===== src/rtl/mem_stage_pkg.sv =====
// Shared types and constants for the MEM pipeline stage.
package mem_stage_pkg;

    typedef enum logic [1:0] {
        WB_ALU = 2'b00,
        WB_MEM = 2'b01,
        WB_PC4 = 2'b10,
        WB_IMM = 2'b11
    } wb_sel_t;

    typedef enum logic {
        IDLE        = 1'b0,
        WAIT_RVALID = 1'b1
    } state_t;

    localparam logic [31:0] PC_INC = 32'd4;

endpackage


===== src/rtl/pipeline_mem_wb.sv =====
// MEM/WB pipeline register. A bubble clears the write enable and destination
// but keeps the previous data word.
module pipeline_mem_wb (
    input  logic        clk,
    input  logic        rst,
    input  logic        load_en,
    input  logic        bubble,
    input  logic        reg_write,
    input  logic [4:0]  rd,
    input  logic [31:0] wr_data,
    output logic        reg_write_wb,
    output logic [4:0]  rd_wb,
    output logic [31:0] wb_data
);

    always_ff @(posedge clk) begin
        if (rst) begin
            reg_write_wb <= 1'b0;
            rd_wb        <= '0;
            wb_data      <= '0;
        end else if (bubble) begin
            reg_write_wb <= 1'b0;
            rd_wb        <= '0;
        end else if (load_en) begin
            reg_write_wb <= reg_write;
            rd_wb        <= rd;
            wb_data      <= wr_data;
        end
    end

endmodule


===== src/rtl/mem_stage_access.sv =====
// MEM stage: data-memory handshake, upstream stall, writeback select and the
// MEM/WB register feeding the WB stage.
module mem_stage_access
    import mem_stage_pkg::*;
#(
    parameter int unsigned TIMEOUT_CYC = 255,
    parameter int unsigned CNT_W       = 32
) (
    input  logic             clk,
    input  logic             rst,
    input  logic             mem_write,
    input  logic             reg_write,
    input  logic [1:0]       mem_to_reg,
    input  logic [31:0]      pc_count,
    input  logic [31:0]      RD2,
    input  logic [31:0]      aluResult,
    input  logic [31:0]      signImm,
    input  logic [4:0]       rd,
    output logic             dmem_req,
    output logic             dmem_we,
    output logic [31:0]      dmem_addr,
    output logic [31:0]      dmem_wdata,
    input  logic             dmem_gnt,
    input  logic             dmem_rvalid,
    input  logic [31:0]      dmem_rdata,
    output logic             stall,
    output logic             reg_write_wb,
    output logic [4:0]       rd_wb,
    output logic [31:0]      wb_data,
    output logic             misalign_err,
    output logic             bus_err,
    output logic [CNT_W-1:0] stall_cnt
);

    localparam int unsigned TMO_W = (TIMEOUT_CYC < 2) ? 1 : $clog2(TIMEOUT_CYC);
    localparam logic [TMO_W-1:0] TMO_LAST = TMO_W'(TIMEOUT_CYC - 1);

    state_t           state;
    logic [TMO_W-1:0] tmo_cnt;

    logic        is_store;
    logic        is_load;
    logic        mem_op;
    logic        aligned;
    logic        wb_load;
    logic        wb_bubble;
    logic [31:0] wb_sel_data;

    // Store wins when both store and load are flagged; mem_to_reg is then ignored.
    always_comb begin
        is_store = mem_write;
        is_load  = ~mem_write & (wb_sel_t'(mem_to_reg) == WB_MEM);
        mem_op   = is_store | is_load;
        aligned  = (aluResult[1:0] == 2'b00);
    end

    // Handshake and stall decode; reset forces every strobe low in the same cycle.
    always_comb begin
        dmem_req     = 1'b0;
        stall        = 1'b0;
        misalign_err = 1'b0;
        bus_err      = 1'b0;
        wb_load      = 1'b0;
        wb_bubble    = 1'b0;
        if (!rst) begin
            case (state)
                IDLE: begin
                    if (mem_op && !aligned) begin
                        misalign_err = 1'b1;
                        wb_bubble    = 1'b1;
                    end else if (mem_op) begin
                        dmem_req  = 1'b1;
                        stall     = is_load | ~dmem_gnt;
                        wb_bubble = is_load | ~dmem_gnt;
                        wb_load   = is_store & dmem_gnt;
                    end else begin
                        wb_load = 1'b1;
                    end
                end
                WAIT_RVALID: begin
                    if (dmem_rvalid) begin
                        wb_load = 1'b1;
                    end else if (tmo_cnt == TMO_LAST) begin
                        bus_err   = 1'b1;
                        wb_bubble = 1'b1;
                    end else begin
                        stall     = 1'b1;
                        wb_bubble = 1'b1;
                    end
                end
                default: ;
            endcase
        end
    end

    always_comb begin
        dmem_we    = dmem_req & is_store;
        dmem_addr  = dmem_req ? aluResult : '0;
        dmem_wdata = dmem_req ? RD2 : '0;
    end

    // Completed stores write back their effective address.
    always_comb begin
        wb_sel_data = aluResult;
        if (state == WAIT_RVALID) begin
            wb_sel_data = dmem_rdata;
        end else if (!is_store) begin
            case (wb_sel_t'(mem_to_reg))
                WB_ALU: wb_sel_data = aluResult;
                WB_MEM: wb_sel_data = aluResult;
                WB_PC4: wb_sel_data = pc_count + PC_INC;
                WB_IMM: wb_sel_data = signImm;
            endcase
        end
    end

    always_ff @(posedge clk) begin
        if (rst) begin
            state     <= IDLE;
            tmo_cnt   <= '0;
            stall_cnt <= '0;
        end else begin
            stall_cnt <= stall_cnt + CNT_W'(stall);
            case (state)
                IDLE: begin
                    if (dmem_req && is_load && dmem_gnt) begin
                        state   <= WAIT_RVALID;
                        tmo_cnt <= '0;
                    end
                end
                WAIT_RVALID: begin
                    if (dmem_rvalid || bus_err) begin
                        state <= IDLE;
                    end else begin
                        tmo_cnt <= tmo_cnt + TMO_W'(1);
                    end
                end
                default: state <= IDLE;
            endcase
        end
    end

    pipeline_mem_wb u_mem_wb (
        .clk          (clk),
        .rst          (rst),
        .load_en      (wb_load),
        .bubble       (wb_bubble),
        .reg_write    (reg_write),
        .rd           (rd),
        .wr_data      (wb_sel_data),
        .reg_write_wb (reg_write_wb),
        .rd_wb        (rd_wb),
        .wb_data      (wb_data)
    );

endmodule

===== config.mk =====
export PLATFORM = sky130hd
export DESIGN_NAME = mem_stage_access
export DESIGN_NICKNAME = d
export VERILOG_FILES = /design/src/rtl/mem_stage_pkg.sv /design/src/rtl/pipeline_mem_wb.sv /design/src/rtl/mem_stage_access.sv
export SDC_FILE = /design/constraint.sdc
export NUM_CORES = 1
export LEC_CHECK = 0
export ABC_AREA = 1
export BUFFER_PORTS_ARGS = -buffer_cell sky130_fd_sc_hd__buf_2
export CAP_MARGIN = 20
export CORE_ASPECT_RATIO = 0.9
export CORE_MARGIN = 1
export CORE_UTILIZATION = 45
export CTS_CLUSTER_SIZE = 30
export DETAILED_ROUTE_END_ITERATION = 6
export PLACE_DENSITY = 0.88
export SLEW_MARGIN = 20
export SYNTH_ARGS = -nofsm -noshare
export SYNTH_HDL_FRONTEND = slang
export SYNTH_HIERARCHICAL = 1
export SYNTH_SLANG_ARGS = --single-unit

===== constraint.sdc =====
create_clock -name clk -period 4.4 [get_ports clk]
set_clock_uncertainty 0.05 [all_clocks]
set_input_delay 0.44 -clock clk [delete_from_list [all_inputs] [get_ports clk]]
set_output_delay 0.44 -clock clk [all_outputs]
set_load 0.03 [all_outputs]

Yosys cells after proc, flatten, opt, wreduce, memory -nomap -nowiden

Cells that the tools add are included.

Bits of input ports: 173
Bits in registers: 79
Output and inout port bits: 139
Word-level logic and storage cells: 72

Bitwise operators: 9
Add/subtract/negate cells: 3
Mux-type cells: 37
Reductions and logical operators: 11
Eq/ne operators: 6

Operators by type and width:

| operator              | count |
|---|---|
| $mux 32               | 4 |
| $pmux 32 s3           | 1 |
| $add 32x1->32         | 1 |
| $add 32x3->32 const B | 1 |
| $mux 1                | 25 |
| $mux 8                | 2 |
| $pmux 8 s2            | 1 |
| $add 8x1->8 const B   | 1 |
| $eq 8x8->1 const B    | 1 |
| $pmux 1 s2            | 4 |
| $eq 2x2->1 const B    | 2 |
| $logic_not 2->1       | 2 |
| $ne 2x2->1 const B    | 2 |
| $not 1->1             | 4 |
| $reduce_and 2->1      | 2 |
| $reduce_or 2->1       | 2 |
| $and 1x1->1           | 3 |
| $logic_and 1x1->1     | 3 |
| $eq 2x1->1 const B    | 1 |
| $or 1x1->1            | 2 |
| $logic_not 1->1       | 1 |
| $logic_or 1x1->1      | 1 |

Depth between registers and ports, before layout

Gate-level depths: netlist of the first run.

Depth in word-level cells: 11
Mapped depth: 17
Gate-level depth less buffers: 17

Hierarchy

Netlist of the first run, hierarchy kept.

Modules (own cells, without submodules):

| module           | cells an instance | area each (µm²) | sequential area each (µm²) | times used |
|---|---|---|---|---|
| mem_stage_access | 879               | 4,585.6         | 820.8                      | 1 |
| pipeline_mem_wb  | 234               | 1,575.3         | 760.7                      | 1 |

Worst setup path before layout of the first run

Ideal clock, no wire load.

Path kind: input -> register
From: in mem_to_reg[0]
To: reg stall_cnt[18]
Data required time: 4.234 ns
Arrival: 2.697 ns
Buffers on the path: 1
Cell stages on the path: 17
Path slack: 1.537 ns
Path through: buf_4 nand2_1 nand2_2 nand2_2 nor2_4 a32o_1 ha_1 ha_1 nand2_1 nor2_2 nand2_2 nor2_4 nand3_2 nor2_2 nand3_1 nand2_1 nor2_1

Longest elaborated chain between the ends: 8
Elaborated cells between the ends (all ways): 10

Ends and longest elaborated chain:

| element                                            | RTL line                                       | text |
|---|---|---|
| start: declaration                                 | mem_stage_access.sv:13                         | `input logic [1:0] mem_to_reg,` |
| $eq 2x1->1 *                                       | mem_stage_access.sv:52                         | `is_load = ~mem_write & (wb_sel_t'(mem_to_reg) == WB_MEM);` |
| $and 1x1->1 *                                      | mem_stage_access.sv:52                         |  |
| $or 1x1->1 (on tied branches)                      | mem_stage_access.sv:73, mem_stage_access.sv:53 |  |
| $mux 1 / $logic_and 1x1->1 (equally long branches) | mem_stage_access.sv:71, mem_stage_access.sv:68 |  |
| $mux 1 *                                           | mem_stage_access.sv:68                         | `if (mem_op && !aligned) begin` |
| $pmux 1 s2 *                                       | mem_stage_access.sv:66                         | `case (state)` |
| $mux 1 *                                           | mem_stage_access.sv:65                         | `if (!rst) begin` |
| net stall                                          | mem_stage_access.sv:26                         | `output logic stall,` |
| $add 32x1->32 *                                    | mem_stage_access.sv:123                        | `stall_cnt <= stall_cnt + CNT_W'(stall);` |
| end signal: assignment                             | mem_stage_access.sv:123                        |  |
| end: declaration                                   | mem_stage_access.sv:32                         | `output logic [CNT_W-1:0] stall_cnt` |

Mark *: on every way through the listed nets, which the timed path passes. The rest lies on a longest branch.
A chain may end at the register's enable or synchronous reset.

Worst setup path after layout of the first run

From: reg state
To: out dmem_wdata[2]

Longest elaborated chain between the ends: 3

Ends and longest elaborated chain:

| element                  | RTL line                | text |
|---|---|---|
| start: declaration       | mem_stage_access.sv:38  | `state_t state;` |
| start signal: assignment | mem_stage_access.sv:119 | `state <= IDLE;` |
| start signal: assignment | mem_stage_access.sv:127 | `state <= WAIT_RVALID;` |
| start signal: assignment | mem_stage_access.sv:133 | `state <= IDLE;` |
| $mux 1                   | mem_stage_access.sv:66  |  |
| $mux 1                   | mem_stage_access.sv:65  |  |
| $mux 32                  | mem_stage_access.sv:99  | `dmem_wdata = dmem_req ? RD2 : '0;` |
| end: declaration         | mem_stage_access.sv:22  | `output logic [31:0] dmem_wdata,` |

Every way passes these cells.

==> impl_metrics.json, run 1 <==
{
  "pwr-share-clk": 0.371,
  "start_kind": "register",
  "power.total_mw": 1.91,
  "grt_overflow": 0,
  "drt_first_pass_iters": 7,
  "switching_share": 0.330,
  "initial_core_util": 0.461,
  "cts_tree": "yes",
  "grt_use_total": 0.311,
  "io_pins": 312,
  "postCtsHoldBufs": 0,
  "final.setup.worst_slack_ps": 1380,
  "syn_to_final_growth_pct": 30.4,
  "root_buffer": "clkbuf_16",
  "rr_endpoint": "stall_cnt[18]",
  "ys.flop_type": "dfxtp_1",
  "placedInstanceArea_mm2": 0.00775,
  "viasPerCell": 5.12,
  "dp_hpwl_mm": 17.5,
  "criticalPathCategory": "register to output port",
  "final_nets": 1573,
  "hold_ws_ps": 289,
  "gp_congestion": 0.994,
  "synth-async-reset-ratio": 0,
  "crit_chain": "buf_4, nor2_1, nand2_2, nor2_4, inv_2, nor2_1, buf_2",
  "setup_viol": 0,
  "via_count": 8044,
  "failed_checks": "design-rule violations",
  "powerDensity_mw_per_mm2": 237,
  "tightest_slew_ps": 1070,
  "ys_types": 37,
  "cts.path.max_buffers": 2,
  "cpMostUsedCell": "nor2_1",
  "critical-path-slowest-cell": "inv_2",
  "slowest_delay_ps": 700,
  "r2r_start": "state",
  "netlist_area_mm2": 0.00616,
  "synth_compound_area_frac": 0.123,
  "synth_xor_area_frac": 0.0142,
  "insertion_delay_ps": 350,
  "hold_depth": 3,
  "rows": 40,
  "grt_pass1_wl_mm": 34.8,
  "numCtsBuffers": 9,
  "synth_top_family_by_area": "simple AND/OR/NAND/NOR gates",
  "hold_viol_final": 0,
  "crit_buf_inv": 3,
  "core_mm2": 0.0134,
  "yosysWarnings": 6,
  "ys_seq_area_frac": 0.257,
  "dpl_worst_slack_ps": 1320,
  "whs_endpoint": "u_mem_wb/rd_wb[0]",
  "wl_per_cell_um": 14.3,
  "clk_pin_slew_ps": 70,
  "dieArea_mm2": 0.0142,
  "antenna_found_initial": 2,
  "fin_area_mm2": 0.00803,
  "hold_start": "rd[0]",
  "die_y_um": 113,
  "grt_max_degree": 63,
  "die_x_um": 125,
  "grt_pass1_vias": 7135,
  "outcome": "finished with violations",
  "p_comb_frac": 0.236,
  "hp-class": "input port to register",
  "drc": 20,
  "cp_max_fo": 62,
  "period_needed_ps": 3020,
  "crit_family": "buffers and inverters",
  "muxShareOfSynthArea": 0,
  "maxCapViolations": 0,
  "cts_setup_buffers": 0,
  "r2r_cells": 15,
  "period_share": 0.687,
  "worstPathArrival_ps": 2530,
  "clock.fmax_mhz": 331,
  "ys_ff_latch": 79,
  "p_int_mw": 1.28,
  "dp_cells": 1552,
  "rrSetupSlack_ps": 1570,
  "synth_enable_flop_cells": 0,
  "required_ps": 3910,
  "rsz0062_at_grt": "false",
  "cts_max_level": 3,
  "wl_mm": 22.5,
  "antenna_left": 0,
  "cts_sinks": 79,
  "drv_slew": 0,
  "leakagePower_nw": 4.37,
  "synth_cells": 1113,
  "cts_resized": 0,
  "setup_tns_ps": 0,
  "avgSynthCellArea_um2": 5.54,
  "ir_drop_uv": 238,
  "layout-drive-gt1-share": 0.263,
  "pwr-share-seq": 0.393,
  "p_switching_uw": 628,
  "finalNonFillerCells": 1570,
  "synth-simple-area-share": 0.463,
  "relSlewSlack": 0.288,
  "cp-end-kind": "output port",
  "portBuffers": 309,
  "finish.utilization": 0.601,
  "synth_fa_ha_area_frac": 0.0102,
  "drt_iter0_drc": 770
}
cells in the mapped netlist (2+ instances only):
library cell / instances / area (µm²)
or2_0: 7 / 43.8
nand2_1: 283 / 1060
nor3_1: 9 / 45.0
and2_1: 2 / 12.5
buf_1: 5 / 18.8
nand2_2: 6 / 37.5
xor2_1: 9 / 78.8
nor2_2: 8 / 50.1
o21bai_1: 7 / 52.6
clkbuf_1: 20 / 75.1
a21oi_1: 98 / 490
o21ai_0: 29 / 145
buf_4: 8 / 60.1
nand3_2: 2 / 20.0
ha_1: 5 / 62.6
inv_2: 4 / 15.0
a22o_1: 3 / 26.3
nand2_4: 4 / 45.0
buf_2: 9 / 45.0
inv_1: 160 / 601
dfxtp_1: 79 / 1580
nand4_1: 13 / 81.3
o21a_1: 2 / 15.0
or2_2: 5 / 31.3
nor2_4: 5 / 56.3
nor3_2: 4 / 40.0
nor2_1: 239 / 897
nand3_1: 79 / 395
registers in the layout, summed over array words and instances (netlist names):
| register | count |
|---|---|
| u_mem_wb/reg_write_wb | 1 |
| state | 1 |
| tmo_cnt | 8 |
| stall_cnt | 32 |
| u_mem_wb/wb_data | 32 |
| u_mem_wb/rd_wb | 5 |
worst max-delay path by stage:
stage	from	end	slack [ps]	cells after the start
detailed placement	mem_write	u_mem_wb/rd_wb[3]	1320	10
floorplan	mem_to_reg[0]	stall_cnt[18]	1540	17
finish	state	dmem_wdata[2]	1380	7
CTS	state	dmem_wdata[2]	1430	7
global placement	mem_write	u_mem_wb/reg_write_wb	1370	10
global route	state	dmem_wdata[2]	1240	7
cells by family (layout without fill, tap and decap cells):
logic type                 count (synthesis)  in the layout
and+or+nand+nor                          669            669
AOI/OAI and AO/OA                        142            142
adders and majority gates                  5              5
DFF                                       79             79
buffers and inverters                    207            493
other                                      1              4
xor gates and xnor gates                  10             10
cell type report:
cell class	count	area, µm²
clock inverters	6	45.0
inverters	165	619
repair buffers	312	1570
multi-input cells	828	3770
clock buffers	10	229
diodes	2	5.00
well taps	168	210
fillers	1336	5330
flip-flops and latches	79	1580
metal layers:
layer | up-vias | GRT usage | wire length [µm]
li1 | 4009 | - | -
met5 | - | 0 | 0
met2 | 417 | 0.545 | 10500
met1 | 3562 | 0.372 | 9220
met3 | 56 | 0.0544 | 1910
met4 | 0 | 0.142 | 899
tightest hold or removal path: cells and delay by family:
family | cells | cell delay (ps)
compound gates | 1 | 60
buf+inv | 1 | 90
simple gates | 1 | 50
placed cells by master (no fill, tap or decap), types with 2 or more instances in the layout:
master,synthesis,routed
nand3_2,2,2
nand2_1,283,283
clkinvlp_4,0,3
conb_1,1,2
nand4_1,13,13
nor2_2,8,8
nor3_1,9,9
clkinv_1,1,2
buf_2,9,309
a22o_1,3,3
diode_2,0,2
and2_1,2,2
o21bai_1,7,7
inv_6,0,2
ha_1,5,5
inv_2,4,5
nor3_2,4,4
nor2_1,239,238
buf_4,8,3
a21oi_1,98,98
nand3_1,79,79
o21ai_0,29,29
inv_1,160,158
or2_2,5,5
o21a_1,2,2
or2_0,7,7
clkbuf_16,0,9
nor2_4,5,6
xor2_1,9,9
nand2_2,6,6
dfxtp_1,79,79
nand2_4,4,4
power by group through the flow:
stage	Combinational (mW)	Sequential [mW]	Clock, mW
finish	0.450	0.750	0.706
global route	0.491	0.752	0.742
CTS	0.444	0.750	0.711
detailed placement	0.442	0.765	0
global placement	0.437	0.765	0
floorplan	0.222	0.811	0
(Power assumes the default switching activity.)
==> inputs of run 2 (changes only) <==
==> constraint.sdc (replaced) <==
create_clock -name clk -period 2.9 [get_ports clk]
set_clock_uncertainty 0.05 [all_clocks]
set_input_delay 0.29 -clock clk [delete_from_list [all_inputs] [get_ports clk]]
set_output_delay 0.29 -clock clk [all_outputs]
set_load 0.03 [all_outputs]
==> run 2 against run 1 <==
  * The run still ends with design-rule violations left
  * Routed wire length is 2.7% higher
  * Clock power is 70% higher
  * Die area unchanged
  * Worst hold slack got worse by 140 ps
  * Combinational power is 56% higher
  * Global-route usage increased by 0.92 points
  * Utilization rose by 1.3 points
  * Cell count is 0.76% higher
  * Register-to-register slack worse by 1200 ps
  * Sequential share of layout area is 0.42 points lower
  * Critical path type is now register to register
  * Largest power group is now the clock network
==> impl_metrics.json, run 2 (synthesis results as in run 1) <==
{
  "antenna_left": 0,
  "period_share": 0.866,
  "numCtsBuffers": 9,
  "insertion_delay_ps": 340,
  "worstPathArrival_ps": 2680,
  "die_x_um": 125,
  "cts.path.max_buffers": 2,
  "fillers": 1310,
  "criticalPathCategory": "register to register",
  "mostFrequentLayoutCell": "buf_2",
  "wl_mm": 23.1,
  "syn_to_final_growth_pct": 33.2,
  "cts_tree": "yes",
  "tightest_slew_ps": 846,
  "postCtsHoldBufs": 0,
  "clk_pin_slew_ps": 70,
  "drv_slew": 0,
  "cts_setup_buffers": 0,
  "viasPerCell": 5.13,
  "root_buffer": "clkbuf_16",
  "powerDensity_mw_per_mm2": 371,
  "drc": 20,
  "grt_pass1_wl_mm": 35.8,
  "p_comb_frac": 0.231,
  "cts_sinks": 79,
  "layout-drive-gt1-share": 0.270,
  "p_switching_uw": 952,
  "dpl_worst_slack_ps": 112,
  "maxCapViolations": 0,
  "cts_resized": 0,
  "finish.utilization": 0.614,
  "core_mm2": 0.0134,
  "drt_iter0_drc": 724,
  "cts_max_level": 3,
  "hp-class": "input port to register",
  "initial_core_util": 0.461,
  "cp_max_fo": 38,
  "rows": 40,
  "final.setup.worst_slack_ps": 388,
  "failed_checks": "design-rule violations",
  "cp-end-kind": "register",
  "grt_pass1_vias": 7237,
  "setup_tns_ps": 0,
  "die_y_um": 113,
  "start_kind": "register",
  "wl_per_cell_um": 14.6,
  "grt_use_total": 0.320,
  "ir_drop_uv": 310,
  "grt_max_degree": 39,
  "largest_registers": "stall_cnt x32, u_mem_wb/wb_data x32, tmo_cnt x8",
  "setup_viol": 0,
  "seq_area_mm2": 0.00158,
  "clock.fmax_mhz": 398,
  "outcome": "finished with violations",
  "drt_first_pass_iters": 7,
  "grt_overflow": 0,
  "pwr-share-clk": 0.395,
  "final_nets": 1587,
  "leakagePower_nw": 4.48,
  "hold_viol_final": 0,
  "dp_hpwl_mm": 18.3,
  "pwr-share-seq": 0.375,
  "diodes": 0,
  "crit_start": "state",
  "r2r_start": "state",
  "portBuffers": 309,
  "dieArea_mm2": 0.0142,
  "via_count": 8119,
  "gp_congestion": 1.02,
  "multi_input_area_mm2": 0.00377,
  "final_cell_mix": "buf_2 (309), nand2_1 (283), nor2_1 (238)",
  "p_int_mw": 2.09,
  "period_needed_ps": 2510,
  "relSlewSlack": 0.435,
  "io_pins": 312,
  "required_ps": 3070,
  "switching_share": 0.313,
  "antenna_found_initial": 0,
  "rsz0062_at_grt": "false",
  "hold_start": "rd[1]"
}
run 2: final timing paths:
kind	end	cells after the start	slack, ps
max	u_mem_wb/rd_wb[4]	8	390
max reg2reg	u_mem_wb/rd_wb[4]	8	390
min	u_mem_wb/rd_wb[1]	3	150
min reg2reg	u_mem_wb/rd_wb[1]	2	410
run 2: metal layers:
metal  GRT usage  up-vias  share of wire
li1            -     4024              -
met1       0.382     3592           0.40
met2       0.562      442           0.48
met3      0.0586       61          0.090
met4       0.143        0          0.038
met5           0        -              0
run 2: area by class of cell:
type	instances	share of cell area
Clock buffer	11	0.0308
Sequential cell	79	0.193
Timing Repair Buffer	326	0.208
Inverter	165	0.0755
Clock inverter	5	0.00778
Tap cell	168	0.0256
Multi-Input combinational cell	828	0.460
run 2: critical path, cell delays in order (launching register included):
cell and delay, ps:
dfxtp_1 330, buf_4 260, o21ai_0 440, inv_1 80, nor2_1 230, clkinv_1 420
buf_16 310, nand2_1 180, a21oi_1 70
run 2: power by group through the flow:
stage / sequential [mW] / clock [mW] / combinational, mW
final: 1.14 / 1.20 / 0.702
after global routing: 1.14 / 1.26 / 0.764
after CTS: 1.14 / 1.21 / 0.688
after floorplan: 1.23 / 0 / 0.336
after detailed placement: 1.16 / 0 / 0.685
after global placement: 1.16 / 0 / 0.677
run 2: metrics by stage:
stage | area, µm² | hold WS [ps] | cells | power (mW)
2_1_floorplan | 6160 | 380 | 1114 | 1.57
6_report | 8210 | 151 | 1582 | 3.04
4_1_cts | 8180 | 139 | 1581 | 3.04
3_3_place_gp | 7860 | 402 | 1565 | 1.84
5_1_grt | 8210 | 153 | 1582 | 3.17
3_5_place_dp | 7860 | 404 | 1565 | 1.85
